### src/rtl/addsub_seq_ctrl_if.sv
`default_nettype none
// ============================================================================
// Module   : addsub_seq_ctrl_if
// Brief    : Issue/result bundle between ALU issue logic and addsub_seq_ctrl.
//            Carries the optional zero flag when ADDSEQ_ZERO_FLAG_EN is defined.
// Revision : 1.0  initial release
// ============================================================================
interface addsub_seq_ctrl_if #(
    parameter int WORD_W = 32,
    parameter int NWORDS = 4
);
    localparam int OPW = WORD_W * NWORDS;

    logic           start_valid;
    logic           start_ready;
    logic           op_sub;
    logic [OPW-1:0] a_in;
    logic [OPW-1:0] b_in;
    logic [OPW-1:0] res;
    logic           cout;
    logic           ovf;
    logic           res_valid;
    logic           res_ready;
    logic           busy;
`ifdef ADDSEQ_ZERO_FLAG_EN
    logic           zero;

    modport master (
        output start_valid, op_sub, a_in, b_in, res_ready,
        input  start_ready, res, cout, ovf, res_valid, busy, zero
    );
    modport slave (
        input  start_valid, op_sub, a_in, b_in, res_ready,
        output start_ready, res, cout, ovf, res_valid, busy, zero
    );
`else
    modport master (
        output start_valid, op_sub, a_in, b_in, res_ready,
        input  start_ready, res, cout, ovf, res_valid, busy
    );
    modport slave (
        input  start_valid, op_sub, a_in, b_in, res_ready,
        output start_ready, res, cout, ovf, res_valid, busy
    );
`endif
endinterface
`default_nettype wire

### src/rtl/addsub_seq_ctrl.sv
`default_nettype none
// ============================================================================
// Module   : addsub_seq_ctrl
// Brief    : Multi-word add/subtract sequencer, one WORD_W slice per cycle LSW
//            first through a shared carry-lookahead adder. Optional zero flag
//            output enabled by defining ADDSEQ_ZERO_FLAG_EN.
// Revision : 1.0  initial release
// ============================================================================
module addsub_seq_ctrl #(
    parameter int WORD_W = 32,
    parameter int NWORDS = 4
) (
    input  wire logic        clk,
    input  wire logic        rst_n,
    addsub_seq_ctrl_if.slave bus
);
    localparam int OPW  = WORD_W * NWORDS;
    localparam int IDXW = (NWORDS > 1) ? $clog2(NWORDS) : 1;
    localparam int LVLS = (WORD_W > 1) ? $clog2(WORD_W) : 1;
    localparam logic [IDXW-1:0] c_last_idx = IDXW'(NWORDS - 1);

    typedef enum logic [1:0] {
        S_IDLE = 2'd0,
        S_RUN  = 2'd1,
        S_DONE = 2'd2
    } state_t;

    state_t          r_state;
    logic [IDXW-1:0] r_idx;
    logic            r_carry;
    logic            r_sub;
    logic [OPW-1:0]  r_a;
    logic [OPW-1:0]  r_b;
    logic [OPW-1:0]  r_res;
    logic            r_cout;
    logic            r_ovf;
    logic            r_res_valid;
    logic            r_busy;
`ifdef ADDSEQ_ZERO_FLAG_EN
    logic            r_zacc;
    logic            r_zero;
`endif

    logic [WORD_W-1:0] w_aw;
    logic [WORD_W-1:0] w_bw;
    logic [WORD_W-1:0] w_g;
    logic [WORD_W-1:0] w_p;
    logic [WORD_W-1:0] w_gk;
    logic [WORD_W-1:0] w_pk;
    logic [WORD_W-1:0] w_gn;
    logic [WORD_W-1:0] w_pn;
    logic [WORD_W-1:0] w_cin;
    logic [WORD_W-1:0] w_sum;
    logic              w_c;
    logic              w_cmsb;

    assign w_aw = r_a[int'(r_idx)*WORD_W +: WORD_W];
    assign w_bw = r_b[int'(r_idx)*WORD_W +: WORD_W] ^ {WORD_W{r_sub}};

    // Kogge-Stone prefix; carry-in folded into bit 0 generate so the
    // final group-generate at bit i is the carry out of bit i.
    always_comb begin
        w_g  = w_aw & w_bw;
        w_p  = w_aw ^ w_bw;
        w_gk = w_g;
        w_gk[0] = w_g[0] | (w_p[0] & r_carry);
        w_pk = w_p;
        w_gn = w_gk;
        w_pn = w_pk;
        for (int l = 0; l < LVLS; l++) begin
            w_gn = w_gk;
            w_pn = w_pk;
            for (int i = (1 << l); i < WORD_W; i++) begin
                w_gn[i] = w_gk[i] | (w_pk[i] & w_gk[i - (1 << l)]);
                w_pn[i] = w_pk[i] & w_pk[i - (1 << l)];
            end
            w_gk = w_gn;
            w_pk = w_pn;
        end
        w_cin  = {w_gk[WORD_W-2:0], r_carry};
        w_sum  = w_p ^ w_cin;
        w_c    = w_gk[WORD_W-1];
        w_cmsb = w_gk[WORD_W-2];
    end

    always_ff @(posedge clk or negedge rst_n) begin
        if (!rst_n) begin
            r_state     <= S_IDLE;
            r_idx       <= '0;
            r_carry     <= 1'b0;
            r_sub       <= 1'b0;
            r_a         <= '0;
            r_b         <= '0;
            r_res       <= '0;
            r_cout      <= 1'b0;
            r_ovf       <= 1'b0;
            r_res_valid <= 1'b0;
            r_busy      <= 1'b0;
`ifdef ADDSEQ_ZERO_FLAG_EN
            r_zacc      <= 1'b0;
            r_zero      <= 1'b0;
`endif
        end else begin
            case (r_state)
                S_IDLE: begin
                    if (bus.start_valid) begin
                        r_a     <= bus.a_in;
                        r_b     <= bus.b_in;
                        r_sub   <= bus.op_sub;
                        r_carry <= bus.op_sub;
                        r_idx   <= '0;
                        r_busy  <= 1'b1;
`ifdef ADDSEQ_ZERO_FLAG_EN
                        r_zacc  <= 1'b1;
`endif
                        r_state <= S_RUN;
                    end
                end
                S_RUN: begin
                    r_res[int'(r_idx)*WORD_W +: WORD_W] <= w_sum;
                    r_carry <= w_c;
                    r_idx   <= r_idx + IDXW'(1);
`ifdef ADDSEQ_ZERO_FLAG_EN
                    r_zacc  <= r_zacc & ~(|w_sum);
`endif
                    if (r_idx == c_last_idx) begin
                        r_cout      <= w_c;
                        r_ovf       <= w_cmsb ^ w_c;
                        r_res_valid <= 1'b1;
`ifdef ADDSEQ_ZERO_FLAG_EN
                        r_zero      <= r_zacc & ~(|w_sum);
`endif
                        r_state     <= S_DONE;
                    end
                end
                S_DONE: begin
                    if (bus.res_ready) begin
                        r_res_valid <= 1'b0;
                        r_busy      <= 1'b0;
                        r_state     <= S_IDLE;
                    end
                end
                default: begin
                    r_state <= S_IDLE;
                end
            endcase
        end
    end

    // Held low while in reset so upstream never sees a ready during abort.
    assign bus.start_ready = (r_state == S_IDLE) && rst_n;
    assign bus.res         = r_res;
    assign bus.cout        = r_cout;
    assign bus.ovf         = r_ovf;
    assign bus.res_valid   = r_res_valid;
    assign bus.busy        = r_busy;
`ifdef ADDSEQ_ZERO_FLAG_EN
    assign bus.zero        = r_zero;
`endif

endmodule
`default_nettype wire
### src/flat_wrapper.sv
// flat-port wrapper written by rule: the top's interface ports become plain ports
module addsub_seq_ctrl_flat 
#(
    parameter int WORD_W = 32,
    parameter int NWORDS = 4
)
  (clk, rst_n, bus_start_valid, bus_op_sub, bus_a_in, bus_b_in, bus_res_ready, bus_start_ready, bus_res, bus_cout, bus_ovf, bus_res_valid, bus_busy);
  addsub_seq_ctrl_if #(.WORD_W(WORD_W), .NWORDS(NWORDS)) bus_i ();
  input  wire logic clk;
  input  wire logic rst_n;
  input wire logic [$bits(bus_i.start_valid)-1:0] bus_start_valid;
  input wire logic [$bits(bus_i.op_sub)-1:0] bus_op_sub;
  input wire logic [$bits(bus_i.a_in)-1:0] bus_a_in;
  input wire logic [$bits(bus_i.b_in)-1:0] bus_b_in;
  input wire logic [$bits(bus_i.res_ready)-1:0] bus_res_ready;
  output wire logic [$bits(bus_i.start_ready)-1:0] bus_start_ready;
  output wire logic [$bits(bus_i.res)-1:0] bus_res;
  output wire logic [$bits(bus_i.cout)-1:0] bus_cout;
  output wire logic [$bits(bus_i.ovf)-1:0] bus_ovf;
  output wire logic [$bits(bus_i.res_valid)-1:0] bus_res_valid;
  output wire logic [$bits(bus_i.busy)-1:0] bus_busy;
  assign bus_i.start_valid = bus_start_valid;
  assign bus_i.op_sub = bus_op_sub;
  assign bus_i.a_in = bus_a_in;
  assign bus_i.b_in = bus_b_in;
  assign bus_i.res_ready = bus_res_ready;
  assign bus_start_ready = bus_i.start_ready;
  assign bus_res = bus_i.res;
  assign bus_cout = bus_i.cout;
  assign bus_ovf = bus_i.ovf;
  assign bus_res_valid = bus_i.res_valid;
  assign bus_busy = bus_i.busy;
  addsub_seq_ctrl #(.WORD_W(WORD_W), .NWORDS(NWORDS)) u_core (.clk(clk), .rst_n(rst_n), .bus(bus_i));
endmodule
### config.mk
export PLATFORM = sky130hd
export DESIGN_NAME = addsub_seq_ctrl_flat
export DESIGN_NICKNAME = d
export VERILOG_FILES = /design/src/rtl/addsub_seq_ctrl_if.sv /design/src/rtl/addsub_seq_ctrl.sv /design/src/flat_wrapper.sv
export SDC_FILE = /design/constraint.sdc
export NUM_CORES = 1
export LEC_CHECK = 0
export BUFFER_PORTS_ARGS = -buffer_cell sky130_fd_sc_hd__buf_2
export CAP_MARGIN = 20
export CORE_MARGIN = 4
export CORE_UTILIZATION = 50
export DETAILED_ROUTE_END_ITERATION = 6
export PLACE_DENSITY = 0.83
export SYNTH_ARGS = -nofsm -noshare
export SYNTH_HDL_FRONTEND = slang
export SYNTH_SLANG_ARGS = --single-unit
### constraint.sdc
create_clock -name clk -period 9.45 [get_ports clk]
set_clock_uncertainty 0.15 [all_clocks]
set_input_delay 1.89 -clock clk [delete_from_list [all_inputs] [get_ports clk]]
set_output_delay 1.89 -clock clk [all_outputs]
set_load 0.1 [all_outputs]
# Word-level counts from Yosys, hierarchy flattened
# Index checks and enable logic that the tools add are counted.
[word_totals]
register_bits = 394
in_bits = 261
output_inout_bits = 133
[op_classes]
n_addsub = 2
eq_ne = 6
shifts = 4
muxes = 14
n_bitwise = 363
n_reduce_logical = 11
[ops]
columns = ["op", "count"]
rows = [
  ["$shiftx A128 B8 Y32", 2],
  ["$and A1 B1 Y1", 228],
  ["$or A1 B1 Y1", 130],
  ["$bwmux W128", 1],
  ["$shift A32 B33 Y128 const A", 1],
  ["$shiftx A32 B33 Y128", 1],
  ["$xor A32 B32 Y32", 3],
  ["$neg A7 Y33", 1],
  ["$and A32 B32 Y32", 1],
  ["$reduce_and A3 Y1", 3],
  ["$mux W2", 4],
  ["$pmux W1 S2", 3],
  ["$pmux W2 S3", 1],
  ["$reduce_and A2 Y1", 3],
  ["$reduce_bool A2 Y1", 3],
  ["$eq A2 B2 Y1 const B", 2],
  ["$mux W1", 4],
  ["$ne A2 B2 Y1 const B", 2],
  ["$pmux W2 S2", 1],
  ["$add A2 B1 Y2 const B", 1],
  ["$eq A2 B1 Y1 const B", 1],
  ["$logic_not A2 Y1", 1],
  ["$ne A2 B1 Y1 const B", 1],
  ["$logic_and A1 B1 Y1", 1],
  ["$xor A1 B1 Y1", 1],
]

# Longest topological paths before layout
[depth]
word_depth = 16
mapped_depth = 15
depth_no_buf = 13

# Worst setup path after synthesis
# Ideal clock, no wire load.
[synth_path]
kind = "input to output"
startpoint = "input port rst_n"
endpoint = "output port bus_start_ready"
arrival_time_ns = 2.668
required_time_ns = 7.410
setup_slack_ns = 4.742
stages = 1
path_buffers = 0
path_cell_list = "and3_1"
[synth_via]
elab_chain_len = 1
[synth_lines]
columns = ["item", "line_no", "rtl"]
rows = [
  ["from (decl)", "flat_wrapper.sv:10", "input wire logic rst_n;"],
  ["$logic_and A1 B1 Y1", "addsub_seq_ctrl.sv:151", "assign bus.start_ready = (r_state == S_IDLE) && rst_n;"],
  ["to (decl)", "flat_wrapper.sv:16", "output wire logic [$bits(bus_i.start_ready)-1:0] bus_start_ready;"],
]
# Every way passes these cells.

# Final worst setup path
[layout_path]
startpoint = "register u_core.r_idx[0]"
endpoint = "register u_core.r_res[28] (netlist: u_core.bus.res[28])"
[layout_via]
elab_chain_len = 16
elab_cells_between_ends = 354
cone_classes = "add/sub (1); shift (4); mux (1); bitwise (348)"
[layout_lines]
columns = ["item", "line_no", "rtl"]
rows = [
  ["from (decl)", "addsub_seq_ctrl.sv:29", "logic [IDXW-1:0] r_idx;"],
  ["from (signal assigned)", "addsub_seq_ctrl.sv:122", "r_idx <= r_idx + IDXW'(1);"],
  ["$shiftx A128 B8 Y32", "addsub_seq_ctrl.sv:58", "assign w_bw = r_b[int'(r_idx)*WORD_W +: WORD_W] ^ {WORD_W{r_sub}};"],
  ["$xor A32 B32 Y32", "addsub_seq_ctrl.sv:58", ""],
  ["$xor A32 B32 Y32", "addsub_seq_ctrl.sv:64", "w_p = w_aw ^ w_bw;"],
  ["$and A1 B1 Y1", "addsub_seq_ctrl.sv:66", "w_gk[0] = w_g[0] | (w_p[0] & r_carry);"],
  ["$or A1 B1 Y1", "addsub_seq_ctrl.sv:66", ""],
  ["$and A1 B1 Y1", "addsub_seq_ctrl.sv:74", "w_gn[i] = w_gk[i] | (w_pk[i] & w_gk[i - (1 << l)]);"],
  ["$or A1 B1 Y1", "addsub_seq_ctrl.sv:74", ""],
  ["$and A1 B1 Y1", "addsub_seq_ctrl.sv:74", ""],
  ["$or A1 B1 Y1", "addsub_seq_ctrl.sv:74", ""],
  ["$and A1 B1 Y1", "addsub_seq_ctrl.sv:74", ""],
  ["$or A1 B1 Y1", "addsub_seq_ctrl.sv:74", ""],
  ["$and A1 B1 Y1", "addsub_seq_ctrl.sv:74", ""],
  ["$or A1 B1 Y1", "addsub_seq_ctrl.sv:74", ""],
  ["$xor A32 B32 Y32", "addsub_seq_ctrl.sv:81", "w_sum = w_p ^ w_cin;"],
  ["$shiftx A32 B33 Y128", "addsub_seq_ctrl.sv:120", "r_res[int'(r_idx)*WORD_W +: WORD_W] <= w_sum;"],
  ["$bwmux W128 (*)", "addsub_seq_ctrl.sv:120", ""],
  ["to (signal, indexed assignment)", "addsub_seq_ctrl.sv:120", ""],
  ["to (decl)", "addsub_seq_ctrl.sv:34", "logic [OPW-1:0] r_res;"],
]
# Every way passes the cells marked *; elsewhere a longest branch is shown, timed or not.
# A chain may end at the register's enable or synchronous reset.

==> key figures <==
Place
  – Placed cell area: just over 20000 µm²
  – PortBufs: around 400
  – Cells after DPL: 2056
  – Placer Congestion: about 0.93
  – Hpwl dp: ~37000 µm
  – Pre-CTS setup slack: 3.79 ns

Setup path
  – Crit path cell chain: buf_4 > mux4_2 > xnor2_1 > fa_1 > inv_1 > fa_1 > a211oi_1 > o21ai_0 > a21oi_1 > nor2_1 > a41oi_1 > o21ai_0 > xor2_1 > a22o_1
  – Slowest CP cell: dfrtp_4
  – Delay-heaviest family, CP: compound AO/OA/AOI/OAI gates
  – CP max FO: between 40 and 50
  – Worst EP required: 9.79 ns
  – CP max stage delay: between 1 and 1.5 ns
  – Critical path capture point type: flop
  – WS Path Type: flop to flop
  – Critical path startpoint category: flop
  – Critical path buffers and inverters: 2
  – CP Data Arrival Time: 5.95 ns

Logic synthesis
  – Asr flop ratio synth: 1.00
  – Netlist cell types: between 50 and 60
  – Dominant synthesized flop cell: dfrtp_1
  – Post-Synthesis Cells: 1268
  – Mapped Nets: between 1500 and 2000
  – Seq/Total Area, Yosys: 0.548
  – Mean post-synth cell area: 14.2 µm²
  – Synthesized cell area: approximately 18000 µm²
  – Number of flops mapped to enable cells by yosys: 0
  – Flip-flop and latch count after synthesis: about 390
  – Yosys warns: 0

Layout
  – Fillcell total: 2630
  – Area grow syn2layout: 21.3%
  – Fin cells: around 2100
  – Reg area: between 9000 and 10000 µm²
  – Most common cell after layout, fill and taps aside: buf_2
  – Most frequent cells in the layout: 392 x buf_2, 391 x dfrtp_1, 258 x mux2_2
  – Share of cells above drive strength 1: 0.490
  – Layout net count: slightly below 2000
  – Area of the multi-input gates: around 8000 µm²
  – Cell area after layout: 21800 µm²

Floorplanning
  – Ports: a little under 400
  – Core Region: about 35000 µm²
  – Initial Utilization: 0.507
  – DIE HEIGHT: between 150 and 200 µm
  – Die X: just under 200 µm
  – Die area: about 39000 µm²
  – Rows: 69

GRT
  – Total GRT Usage: 0.257
  – Congestion Overflow GR: 0
  – Largest net degree at the start of global routing: about 180
  – Vias in the first global route: 13200
  – Antenna violations before repair: 21
  – First-pass GRT wire length: 77300 µm

STA
  – Max-slew violations: 0
  – Worst-margin pin slew: about 1.1 ns
  – Maximum clock frequency: 178 MHz
  – Sum Neg Setup Slack: 0 ns
  – Final count of negative-setup-slack endpoints: 0
  – Fin crit share: 0.594
  – Final worst setup slack: approximately 3.8 ns
  – Unrepaired setup endpoints after global routing: no
  – Minimum clock period: about 5.6 ns
  – Final hold violations: 0
  – Worst rel slew slack: 0.257

Drt
  – DRC: 0
  – WL/cell: between 20 and 25 µm
  – DR vias: roughly 13000
  – Final WL: 50900 µm
  – Number of DRC violations after detailed-routing iteration 0: around 700
  – DR vias/cell: 5.87
  – Antenna-violating nets left: 0
  – 1st-pass router iterations: 5

Run status
  – Status: complete, no violations

Clock tree
  – CTS root buffer: clkbuf_16
  – H-tree levels: 2
  – # Post-CTS Setup Buffers: 0
  – CTS tree: yes
  – Post-CTS Resized: 0
  – Clock Sinks: 394
  – Clock transition at the registers of the reported paths: 0.06 ns
  – Clock Latency Late Sink: roughly 0.56 ns
  – Clock buffer depth: 3
  – TritonCTS Buffers: 40
  – Hold buffers post-CTS: 0

Flow run
  – Max_cap viols: 0

Min path
  – Min-Delay Path Class: flop to flop
[layout make-up]
class / count / share of cell area
antenna: 13 / 0.00149
clock buffer: 54 / 0.0538
clock inverter: 20 / 0.0102
inverter: 14 / 0.00241
multi-input combinational: 777 / 0.356
sequential: 394 / 0.452
tap: 461 / 0.0264
timing repair buffer: 410 / 0.0970
[final timing paths]
kind | start | to | slack [ns] | cells after the start
worst max-delay path | u_core.r_idx[0] | u_core.bus.res[28] | 3.84 | 14
worst min-delay path | u_core.bus.res[96] | u_core.bus.res[96] | 0.33 | 2
worst max register to register | u_core.r_idx[0] | u_core.bus.res[28] | 3.84 | 14
worst min register to register | u_core.bus.res[96] | u_core.bus.res[96] | 0.33 | 2
max in group asynchronous | rst_n | u_core.bus.res[65] | 5.89 | 3
min in group asynchronous | rst_n | u_core.r_a[127] | 1.17 | 1
[stage by stage]
| stage | hold slack, ns | util |
|---|---|---|
| floorplan | 0.325 | - |
| global placement | 0.311 | 0.575 |
| detailed placement | 0.318 | 0.575 |
| CTS | 0.332 | 0.614 |
| global route | 0.350 | 0.615 |
| finish | 0.325 | 0.615 |
[routing by layer]
metal / vias to the layer above / GRT usage / wire length, µm
li1: 5520 / - / -
met1: 6390 / 0.337 / 19900
met2: 550 / 0.413 / 24800
met3: 113 / 0.0578 / 3950
met4: 14 / 0.118 / 2140
met5: - / 0 / 82
[cells by family (layout without fill, tap and decap cells)]
logic type | Yosys count | count (layout) | share of synthesized area
mux | 322 | 322 | 0.242
compound gates | 235 | 235 | 0.0973
flops | 394 | 394 | 0.548
fa+ha+maj | 39 | 39 | 0.0280
buf+inv | 97 | 498 | 0.0206
simple gates | 121 | 121 | 0.0340
other cells | 0 | 13 | 0
xor+xnor | 60 | 60 | 0.0301
[flip-flops by register name, indices dropped and copies added (netlist names)]
| register | cells |
|---|---|
| u_core.bus.ovf | 1 |
| u_core.bus.res | 128 |
| u_core.r_a | 128 |
| u_core.r_state | 2 |
| u_core.r_b | 128 |
| u_core.bus.busy | 1 |
| u_core.r_idx | 2 |
| u_core.bus.cout | 1 |
| u_core.r_carry | 1 |
| u_core.r_sub | 1 |
| u_core.bus.res_valid | 1 |
[synthesized netlist by cell type, drive strengths merged (2+ instances only)]
cell	number	area, µm²
nand3	10	50.1
buf	25	100
xnor2	18	165
or3	8	50.1
xor2	42	375
a221o	2	20.0
and4	2	17.5
and3	3	18.8
o21a	2	15.0
or4	2	15.0
mux2	258	2910
a21boi	3	22.5
nand2b	4	25.0
a21oi	40	200
o2111ai	3	26.3
ha	37	463
nor4	4	25.0
a211oi	6	55.1
and2	3	18.8
a22o	113	990
fa	2	40.0
nand2	44	165
a31oi	4	25.0
nor3	6	30.0
clkbuf	58	218
inv	14	52.6
dfrtp	394	9860
a2111oi	2	17.5
nand4	8	56.3
o21ai	32	160
o21bai	4	30.0
nand4b	4	35.0
a21o	13	97.6
mux4	64	1440
o22ai	2	12.5
nor2	18	67.6
[worst register-to-register path: cells and delay by family, from the launching register on]
| family | cells | cell delay, ns |
|---|---|---|
| AOI/OAI and AO/OA | 6 | 1.72 |
| xor gates and xnor gates | 2 | 0.52 |
| adders and majority gates | 2 | 0.65 |
| buffers and inverters | 2 | 0.65 |
| DFF | 1 | 1.10 |
| muxes | 1 | 0.59 |
| and+or+nand+nor | 1 | 0.17 |
Power is not shown: default switching activity piles up to over one toggle a cycle in this logic, so the estimate is an artifact.
